[src/rtl/threaded_register_file.sv]
// Multi-thread register file: NUM_THREADS banks, two registered read ports, one write port,
// pending-load scoreboard and a multi-cycle clear sequencer. Define RF_BYPASS_EN for write-to-read forwarding.
module threaded_register_file #(
    parameter int CORE_ID     = 0,
    parameter int DATA_WIDTH  = 8,
    parameter int NUM_THREADS = 4,
    parameter int NUM_REGS    = 16,
    parameter int BASE_STRIDE = 2
) (
    input  logic                           clk,
    input  logic                           reset,
    input  logic                           rd_en,
    input  logic [$clog2(NUM_THREADS)-1:0] rd_thread,
    input  logic [$clog2(NUM_REGS)-1:0]    rd_addr1,
    input  logic [$clog2(NUM_REGS)-1:0]    rd_addr2,
    output logic [DATA_WIDTH-1:0]          rd_data1,
    output logic [DATA_WIDTH-1:0]          rd_data2,
    output logic                           rd_valid,
    output logic                           rd_hazard,
    input  logic                           wr_en,
    input  logic [$clog2(NUM_THREADS)-1:0] wr_thread,
    input  logic [$clog2(NUM_REGS)-1:0]    wr_addr,
    input  logic [DATA_WIDTH-1:0]          wr_data,
    input  logic                           pend_set,
    input  logic [$clog2(NUM_THREADS)-1:0] pend_thread,
    input  logic [$clog2(NUM_REGS)-1:0]    pend_addr,
    input  logic                           clear_start,
    output logic                           clear_busy,
    output logic [DATA_WIDTH-1:0]          debug_reg0
);

    localparam int TW = $clog2(NUM_THREADS);
    localparam int AW = $clog2(NUM_REGS);

    localparam logic [AW-1:0] RB_A   = AW'(NUM_REGS - 2);
    localparam logic [AW-1:0] RT_A   = AW'(NUM_REGS - 1);
    localparam logic [AW-1:0] LAST_A = AW'(NUM_REGS - 1);

    localparam logic [DATA_WIDTH-1:0] BASE_VAL = DATA_WIDTH'(CORE_ID * BASE_STRIDE);
    localparam logic [DATA_WIDTH-1:0] TID_BASE = DATA_WIDTH'(CORE_ID * NUM_THREADS);

    typedef enum logic {
        ST_IDLE  = 1'b0,
        ST_CLEAR = 1'b1
    } state_e;

    state_e                  state_q;
    logic [AW-1:0]           clr_idx_q;
    logic                    clear_busy_q;

    logic [DATA_WIDTH-1:0]   regs_q [NUM_THREADS][NUM_REGS];
    logic [NUM_REGS-1:0]     pend_q [NUM_THREADS];
    logic [NUM_REGS-1:0]     pend_d [NUM_THREADS];

    logic [DATA_WIDTH-1:0]   rd_data1_q;
    logic [DATA_WIDTH-1:0]   rd_data2_q;
    logic                    rd_valid_q;
    logic                    rd_hazard_q;

    logic                    wr_fire;
    logic                    pend_fire;
    logic                    clr_last;

    logic [AW-1:0]           op_addr [2];
    logic [DATA_WIDTH-1:0]   op_val  [2];
    logic [1:0]              op_hz;

    function automatic logic [DATA_WIDTH-1:0] launch_val(input logic [AW-1:0] a);
        return (a == RB_A) ? BASE_VAL : '0;
    endfunction

    function automatic logic [DATA_WIDTH-1:0] thread_id(input logic [TW-1:0] t);
        return TID_BASE + DATA_WIDTH'(t);
    endfunction

    // Writes and load marks only land while idle; RT is hard-wired and never stored into.
    assign wr_fire   = (state_q == ST_IDLE) && wr_en    && (wr_addr   != RT_A);
    assign pend_fire = (state_q == ST_IDLE) && pend_set && (pend_addr != RT_A);
    assign clr_last  = (state_q == ST_CLEAR) && (clr_idx_q == LAST_A);

    assign op_addr[0] = rd_addr1;
    assign op_addr[1] = rd_addr2;

    always_comb begin
        for (int p = 0; p < 2; p++) begin
            op_val[p] = regs_q[rd_thread][op_addr[p]];
            op_hz[p]  = pend_q[rd_thread][op_addr[p]];
            if (op_addr[p] == RT_A) begin
                op_val[p] = thread_id(rd_thread);
                op_hz[p]  = 1'b0;
            end
`ifdef RF_BYPASS_EN
            else if (wr_fire && (wr_thread == rd_thread) && (wr_addr == op_addr[p])) begin
                op_val[p] = wr_data;
                op_hz[p]  = 1'b0;
            end
`endif
        end
    end

    // Clear sequencer: one register index per cycle across all banks.
    always_ff @(posedge clk or negedge reset) begin
        if (!reset) begin
            state_q      <= ST_IDLE;
            clr_idx_q    <= '0;
            clear_busy_q <= 1'b0;
        end else begin
            case (state_q)
                ST_IDLE: begin
                    if (clear_start) begin
                        state_q      <= ST_CLEAR;
                        clr_idx_q    <= '0;
                        clear_busy_q <= 1'b1;
                    end
                end
                ST_CLEAR: begin
                    clr_idx_q <= clr_idx_q + AW'(1);
                    if (clr_idx_q == LAST_A) begin
                        state_q      <= ST_IDLE;
                        clear_busy_q <= 1'b0;
                    end
                end
                default: begin
                    state_q      <= ST_IDLE;
                    clear_busy_q <= 1'b0;
                end
            endcase
        end
    end

    always_ff @(posedge clk or negedge reset) begin
        if (!reset) begin
            for (int t = 0; t < NUM_THREADS; t++) begin
                for (int r = 0; r < NUM_REGS; r++) begin
                    regs_q[t][r] <= launch_val(AW'(r));
                end
            end
        end else if (state_q == ST_CLEAR) begin
            for (int t = 0; t < NUM_THREADS; t++) begin
                regs_q[t][clr_idx_q] <= launch_val(clr_idx_q);
            end
        end else if (wr_fire) begin
            regs_q[wr_thread][wr_addr] <= wr_data;
        end
    end

    // A load issued in the same cycle as a write to the same register wins: set after clear.
    always_comb begin
        for (int t = 0; t < NUM_THREADS; t++) begin
            pend_d[t] = pend_q[t];
        end
        if (clr_last) begin
            for (int t = 0; t < NUM_THREADS; t++) begin
                pend_d[t] = '0;
            end
        end else begin
            if (wr_fire) begin
                pend_d[wr_thread][wr_addr] = 1'b0;
            end
            if (pend_fire) begin
                pend_d[pend_thread][pend_addr] = 1'b1;
            end
        end
    end

    always_ff @(posedge clk or negedge reset) begin
        if (!reset) begin
            for (int t = 0; t < NUM_THREADS; t++) begin
                pend_q[t] <= '0;
            end
        end else begin
            for (int t = 0; t < NUM_THREADS; t++) begin
                pend_q[t] <= pend_d[t];
            end
        end
    end

    always_ff @(posedge clk or negedge reset) begin
        if (!reset) begin
            rd_data1_q  <= '0;
            rd_data2_q  <= '0;
            rd_valid_q  <= 1'b0;
            rd_hazard_q <= 1'b0;
        end else begin
            rd_valid_q <= rd_en;
            if (rd_en) begin
                rd_data1_q  <= op_val[0];
                rd_data2_q  <= op_val[1];
                rd_hazard_q <= |op_hz;
            end
        end
    end

    assign rd_data1   = rd_data1_q;
    assign rd_data2   = rd_data2_q;
    assign rd_valid   = rd_valid_q;
    assign rd_hazard  = rd_hazard_q;
    assign clear_busy = clear_busy_q;
    assign debug_reg0 = regs_q[0][0];

endmodule

[config.mk]
export PLATFORM = sky130hd
export DESIGN_NAME = threaded_register_file
export DESIGN_NICKNAME = d
export VERILOG_FILES = /design/src/rtl/threaded_register_file.sv
export SDC_FILE = /design/constraint.sdc
export NUM_CORES = 1
export LEC_CHECK = 0
export ABC_AREA = 1
export ABC_CLOCK_PERIOD_IN_PS = 1700
export CAP_MARGIN = 25
export CORE_MARGIN = 5
export CORE_UTILIZATION = 34
export CTS_CLUSTER_SIZE = 30
export DETAILED_ROUTE_END_ITERATION = 10
export PLACE_DENSITY = 0.59
export SETUP_SLACK_MARGIN = 0.5
export SLEW_MARGIN = 20
export SYNTH_ARGS = -nofsm -noshare
export SYNTH_HDL_FRONTEND = slang
export SYNTH_SLANG_ARGS = --single-unit
export TNS_END_PERCENT = 30
[constraint.sdc]
create_clock -name clk -period 1.7 [get_ports clk]
set_clock_uncertainty 0.1 [all_clocks]
set_input_delay 0.34 -clock clk [delete_from_list [all_inputs] [get_ports clk]]
set_output_delay 0.34 -clock clk [all_outputs]
set_load 0.02 [all_outputs]
==> results of run 1 <==
cell families (layout without fill, tap and decap cells):
family	after synthesis	after routing	share of synthesized area
buffers and inverters	906	1317	0.117
AND/OR/NAND/NOR	1560	1560	0.219
XOR/XNOR	1	1	0.000281
flip-flops	600	600	0.482
adder cells (fa/ha/maj)	4	4	0.00161
AO/OA/AOI/OAI	857	857	0.180
metrics by stage:
| stage | instances | utilization | hold slack, ns | setup TNS, ns |
|---|---|---|---|---|
| 2_1_floorplan | 3928 | - | -0.0556 | 0 |
| 3_3_place_gp | 5373 | 0.405 | 0.150 | -455.41 |
| 3_5_place_dp | 5373 | 0.405 | 0.145 | -472.07 |
| 4_1_cts | 5511 | 0.434 | 0.0918 | -95.13 |
| 5_1_grt | 5525 | 0.446 | 0.108 | -110.66 |
| 6_report | 5525 | 0.446 | 0.0997 | -63.62 |
final timing paths:
kind / startpoint / endpoint / slack, ns / cells after the start
worst max-delay path: clr_idx_q[0] / regs_q[83] / -0.20 / 9
worst min-delay path: reset / regs_q[478] / 0.1 / 2
worst max register to register: clr_idx_q[0] / regs_q[83] / -0.20 / 9
worst min register to register: regs_q[263] / regs_q[263] / 0.39 / 2
max in group asynchronous: reset / regs_q[127] / 0.65 / 4
min in group clk: rd_en / rd_valid / 0.11 / 1
state kept, by name, summed over array words and instances (netlist names):
name / count
regs_q: 504
pend_q: 64
debug_reg0: 8
rd_data1: 8
rd_data2: 8
clr_idx_q: 4
clear_busy: 1
rd_hazard: 1
rd_valid: 1
state_q: 1
worst max-delay path: stages (launching register included):
cell and delay, ns:
dfrtp_1 0.40, buf_6 0.13, ha_4 0.13, inv_2 0.05
buf_4 0.13, o31ai_4 0.18, buf_6 0.17, inv_6 0.06
a21oi_4 0.27, o22ai_2 0.12
per-layer routing:
layer	wire [um]	GRT usage	share of wire
met1	51900	0.331	0.45
met2	51500	0.347	0.44
met3	9060	0.0482	0.078
met4	3590	0.0668	0.031
met5	13	0	0.00011
layout make-up:
type	instances	area (um2)	area share
Sequential cell	600	15000	0.369
Clock buffer	99	1980	0.0487
Inverter	678	2610	0.0640
Timing Repair Buffer	515	5670	0.139
Clock inverter	25	349	0.00858
Multi-Input combinational cell	2422	13600	0.334
Tap cell	1186	1480	0.0365
repair_timing:
action / in CTS / in global routing
hold endpoints to repair: 318 / 0
gates cloned: 2 / 2
setup buffers: 11 / 12
hold buffers: 1 / 0
pin swaps: 32 / 45
gates resized for setup: 213 / 193
endpoints found under the setup margin: 626 / 626
power by group:
part | switching [mW] | internal (mW)
Sequential | 0.339 | 14.8
Combinational | 7.96 | 5.28
Clock | 6.38 | 9.10
Total | 14.7 | 29.2
placed cells by master, fill, tap and decap left out, types with 64 or more instances in the layout:
cell,instances
nand2_1,921
dfrtp_1,598
inv_1,575
o22ai_1,417
nand3_1,313
buf_4,310
nor2_1,153
buf_12,112
a21oi_1,102
o21ai_1,93
inv_2,86
clkbuf_16,72
o22ai_2,64
==> metrics.md, run 1 <==
| Metric | Value |
|---|---|
| Slew Limit Fails | `0` |
| Total routed wirelength | `116 mm` |
| Fmax | `527 MHz` |
| Number of flops mapped to enable cells by yosys | `0` |
| RSZ-0062 raised after global routing | `true` |
| Dominant synthesized flop cell | `dfrtp_1` |
| Crit path DAT | `2.28 ns` |
| First-pass GRT wire length | `175 mm` |
| Sequential area share after synthesis | `0.482` |
| Std-Cell Rows | `111` |
| Failing checks | `setup timing` |
| Cell taking the most area after synthesis | `dfrtp_1` |
| Ant. Diodes | `0` |
| Yosys reg bits | `600` |
| Vias in the first global route | `28100` |
| Tightest Pin Transition | `0.511 ns` |
| Buffers on Ports | `62` |
| Peak supply drop | `0.000688 V` |
| GR Overflow Total | `0` |
| Crit start category | `flip-flop` |
| Crit path max fanout | `8` |
| GP Congestion | `0.977` |
| Cells after Synth | `3928` |
| Pin count of the biggest net entering global routing | `71` |
| Power density over the cells | `1080 nW/um2` |
| Clock Sinks | `600` |
| Synth area leaders | `dfrtp_1, nand2_1, o22ai_1` |
| Syn Nets | `3968` |
| Fraction of layout cells with a size suffix above 1 | `0.235` |
| P&R area growth vs syn | `30.7%` |
| Post-synth top area share | `0.482` |
| Netlist area before placement | `31200 um2` |
| Synth top cells by count | `nand2_1, dfrtp_1, inv_1, o22ai_1, nand3_1` |
| Vias per inst | `5.29` |
| Setup WS pre-CTS | `-0.953 ns` |
| Crit path time final | `1.90 ns` |
| Root Driver | `clkbuf_16` |
| Routed WL per cell | `21.0 um` |
| Crit Path Category | `reg2reg` |
| Period utilization | `1.12` |
| Vias | `29200` |
| DIE AREA | `97800 um2` |
| Max Buffers Root-to-Sink | `3` |
| Worst slew margin | `0.659` |
| Final WS setup | `-0.196 ns` |
| Final antenna-violating net count | `0` |
| H-Tree Depth | `3` |
| Placement Cell Area | `36900 um2` |
| Clock Latency Late Sink | `0.64 ns` |
| Die span in x | `313 um` |
| CP Capture Type | `flip-flop` |
| Die height | `313 um` |
| Worst hold path class | `in2async` |
| Total design power | `43.9 mW` |
| Initial Util | `0.341` |
| Clock slew at reported path FFs | `0.06 ns` |
| Design area | `40700 um2` |
| Max Cap Viol | `0` |
| DRC viols | `0` |
| Final number of hold-violating endpoints | `0` |
| Final setup viols | `591` |
| Initial antenna violation count | `1` |
| Layout Nets | `4327` |
| Status | `finished with violations` |
| CTS Buf Count | `70` |
| DRT Pass-1 Iters | `6` |
| Core area | `91200 um2` |
| Count leader, synth | `nand2_1` |
| Fillers | `8865` |
| LEAKAGE | `18.0 nW` |
| All-layer global routing usage | `0.229` |
| Initial DRC count | `3115` |
| Mapped Avg Cell Area | `7.93 um2` |
| CTS tree | `yes` |
| Final HPWL from detailed placement | `81.3 mm` |
| Yosys cell types | `28` |
| Synthesis Warnings | `0` |
| Critical Path RT | `2.09 ns` |
| Ys async rst share | `1.00` |
| Io pins | `63` |
(Power assumes the default switching activity.)
==> run 2: changes to the inputs <==
--- a/config.mk
+++ b/config.mk
@@ -9,10 +9,11 @@
 export ABC_CLOCK_PERIOD_IN_PS = 1700
 export CAP_MARGIN = 25
 export CORE_MARGIN = 5
-export CORE_UTILIZATION = 34
+export CORE_UTILIZATION = 35
 export CTS_CLUSTER_SIZE = 30
 export DETAILED_ROUTE_END_ITERATION = 10
-export PLACE_DENSITY = 0.59
+export GPL_TIMING_DRIVEN = 0
+export PLACE_DENSITY = 0.6
 export SETUP_SLACK_MARGIN = 0.5
 export SLEW_MARGIN = 20
 export SYNTH_ARGS = -nofsm -noshare
==> run 2 against run 1 <==
  * The flow finishes with violations (hold timing, setup timing)
  * Clock power about the same
  * Sequential power about the same
  * Sequential share of layout area is 0.21 points higher
  * Maximum frequency decreased by 6.9%
  * Global-route usage rose by 11 points
  * Register-to-register slack lost 0.14 ns
  * Utilization increased by 1.2 points
  * Worst hold slack got worse by 0.22 ns
==> metrics.md, run 2 (synthesized netlist as in run 1, its figures left out) <==
| Metric | Value |
|---|---|
| Buffers on Ports | `57 (-8.1%)` |
| Final WS setup | `-0.337 ns (-0.141 ns)` |
| Clock slew at reported path FFs | `0.06 ns (about the same)` |
| CTS tree | `yes` |
| H-Tree Depth | `3 (unchanged)` |
| Root Driver | `clkbuf_16` |
| Routed WL per cell | `30.7 um (+46%)` |
| Final setup TNS | `-117.24 ns (-53.62 ns)` |
| Worst hold path class | `in2async` |
| Register area | `15000 um2 (about the same)` |
| Clock Latency Late Sink | `0.65 ns (about the same)` |
| GP Congestion | `1.00 (+2.8%)` |
| WP buf/inv | `4 (-1)` |
| Biggest regs | `regs_q (504), pend_q (64)` |
| Max Cap Viol | `0 (unchanged)` |
| Crit Path Category | `reg2reg` |
| Final number of hold-violating endpoints | `150 (+150)` |
| Period utilization | `1.20 (+0.0830)` |
| All-layer global routing usage | `0.341 (+0.112)` |
| Multi-input gate area | `13900 um2 (+1.9%)` |
| Vias | `32300 (+10%)` |
| Worst path depth | `9 (unchanged)` |
| Sw Ratio | `0.361 (+0.0266)` |
| Fraction of layout cells with a size suffix above 1 | `0.225 (-0.0100)` |
| Initial Util | `0.353 (+0.0111)` |
| Layout Nets | `4290 (-0.86%)` |
| Total design power | `45.8 mW (+4.4%)` |
| Max Buffers Root-to-Sink | `3 (unchanged)` |
| Setup WS pre-CTS | `-1.41 ns (-0.457 ns)` |
| Total routed wirelength | `168 mm (+45%)` |
| Internal power | `29.2 mW (+0.19%)` |
| First-pass GRT wire length | `229 mm (+31%)` |
| Die height | `308 um (-1.4%)` |
| P&R area growth vs syn | `30.0%` |
| Total placed cells including tap cells | `5170 (-3.8%)` |
| Met2 Usage GRT | `0.475 (+0.128)` |
| Worst slew margin | `0.125 (-0.534)` |
| Tightest Pin Transition | `1.31 ns (+0.801 ns)` |
| Reg2reg path depth | `9 (unchanged)` |
| Core area | `88400 um2 (-3.1%)` |
| Slew Limit Fails | `0 (unchanged)` |
| Power share of the combinational group | `0.327 (+0.025)` |
| LEAKAGE | `17.9 nW (-0.29%)` |
| Fin util | `0.458 (+0.0119)` |
| DRC viols | `0 (unchanged)` |
| Worst path top cell family by delay | `buffers and inverters` |
| Sequential share of power | `0.330 (-0.015)` |
| Crit start category | `flip-flop` |
| Failing checks | `hold timing, setup timing` |
| Final antenna-violating net count | `0 (unchanged)` |
| Vias per inst | `5.89 (+11%)` |
| Status | `finished with violations` |
| Vias in the first global route | `29900 (+6.4%)` |
| Crit path max fanout | `10 (+2)` |
| Fillers | `8691 (-2.0%)` |
| Initial DRC count | `5171 (+66%)` |
| M3 GR Usage | `0.158 (+0.110)` |
| Global routing's busiest layer | `met2` |
| Critical Path RT | `2.08 ns (about the same)` |
| DRT Pass-1 Iters | `8 (+2)` |
| Worst path max stage delay | `0.43 ns (+0.03 ns)` |
| Fmax | `491 MHz (-6.9%)` |
| Final hold slack | `-0.120 ns (-0.220 ns)` |
| Initial antenna violation count | `9 (+8)` |
| CP Capture Type | `flip-flop` |
| Std-Cell Rows | `109 (-1.8%)` |
| Critical Path, Cell by Cell | `clkinv_4 -> nand2_4 -> nor2_4 -> inv_8 -> buf_12 -> nor3_2 -> inv_4 -> a21oi_4 -> o22ai_1` |
| Peak supply drop | `0.000866 V (+26%)` |
| GR Overflow Total | `0 (unchanged)` |
| CTS Buf Count | `70 (unchanged)` |
| DIE AREA | `95100 um2 (-2.8%)` |
| Post-Layout Cell Count | `5476 (-0.89%)` |
| Crit path time final | `2.04 ns (+0.141 ns)` |
| Final setup viols | `588 (-0.51%)` |
| Number of flip-flops in the largest register | `504 (unchanged)` |
| Clock Sinks | `600 (unchanged)` |
| Final HPWL from detailed placement | `116 mm (+43%)` |
| Die span in x | `308 um (-1.4%)` |
| Largest register by flop count | `regs_q` |
| Pin count of the biggest net entering global routing | `95 (+34%)` |
| Clk pwr share | `0.343 (-0.010)` |
| RSZ-0062 raised after global routing | `true` |
| Io pins | `63 (unchanged)` |
| Leading cell type in the layout, fill and taps excluded | `nand2_1` |
| Critical Path Slowest Stage Cell | `dfrtp_2` |
| Grt met1 use | `0.432 (+0.102)` |
| Commonest non-fill, non-tap cells in the layout | `nand2_1, dfrtp_1, inv_1` |
| Crit path DAT | `2.41 ns (+0.13 ns)` |
| Sw Pwr | `16.5 mW (+13%)` |
| Power density over the cells | `1130 nW/um2 (+4.9%)` |
==> run 2: changes by cell type in the layout (fill, tap and decap cells not counted), sizes merged <==
cell           before  now
clkbuf            101  196
dlygate4sd2         0   25
buf               482  326
bufinv              6   28
dlymetal6s2s        5    1
inv               678  632
clkinv             17   42
clkdlybuf4s15       0    1
clkinvlp            2    1
dlygate4sd3         1    2
diode               0   10
==> run 2: power groups by stage <==
stage	logic, mW	registers, mW	clock network [mW]
2_1_floorplan	6.24	15.4	0
3_3_place_gp	10.5	15.4	0
3_5_place_dp	10.7	15.4	0
4_1_cts	13.3	15.1	15.7
5_1_grt	15.2	15.1	16.2
6_report	15.0	15.1	15.7
==> run 2: through the flow <==
stage | hold WS (ns) | cell area (um2)
6_report | -0.120 | 40500
5_1_grt | -0.0822 | 40500
4_1_cts | -0.331 | 39000
3_5_place_dp | 0.0884 | 34300
3_3_place_gp | 0.367 | 33900
2_1_floorplan | -0.0556 | 31900
==> run 2: final timing paths <==
kind                             start  slack [ns]           to
hold / removal                   reset       -0.12  regs_q[370]
setup / recovery               state_q       -0.34  regs_q[271]
setup reg to reg               state_q       -0.34  regs_q[271]
hold reg to reg            rd_data1[6]        0.37  rd_data1[6]
max in group asynchronous        reset        0.26  regs_q[262]
min in group clk                 rd_en        0.09     rd_valid
==> run 2: what timing repair did <==
action | in CTS | in global routing
cloned | 1 | 3
gates resized for setup | 398 | 159
endpoints found under the hold margin | 173 | 18
hold buffers | 4 | 1
setup buffers | 81 | 82
pin swaps | 89 | 29
endpoints found under the setup margin | 721 | 833
==> run 2: final cells by class <==
type / instances / area share
tap: 1165 / 0.0360
buffer: 228 / 0.0475
inverter: 678 / 0.0745
clock buffer: 99 / 0.0497
sequential: 600 / 0.371
timing repair inverter: 1 / 0.000124
multi-input combinational: 2422 / 0.343
antenna: 10 / 0.000618
clock inverter: 24 / 0.00766
timing repair buffer: 249 / 0.0704
==> run 2: routing by layer <==
layer | up-vias | routed length [um] | part of all wire
met5 | - | 168 | 0.0010
met4 | 4 | 12900 | 0.077
met3 | 578 | 25500 | 0.15
met2 | 2453 | 67400 | 0.40
li1 | 13600 | - | -
met1 | 15700 | 62000 | 0.37
==> run 2: worst register-to-register path, delay by kind of cell, from the launching register on <==
kind            cells  cell delay [ns]
simple gates        3             0.39
compound gates      2             0.48
flops               1             0.43
buf+inv             4             0.50
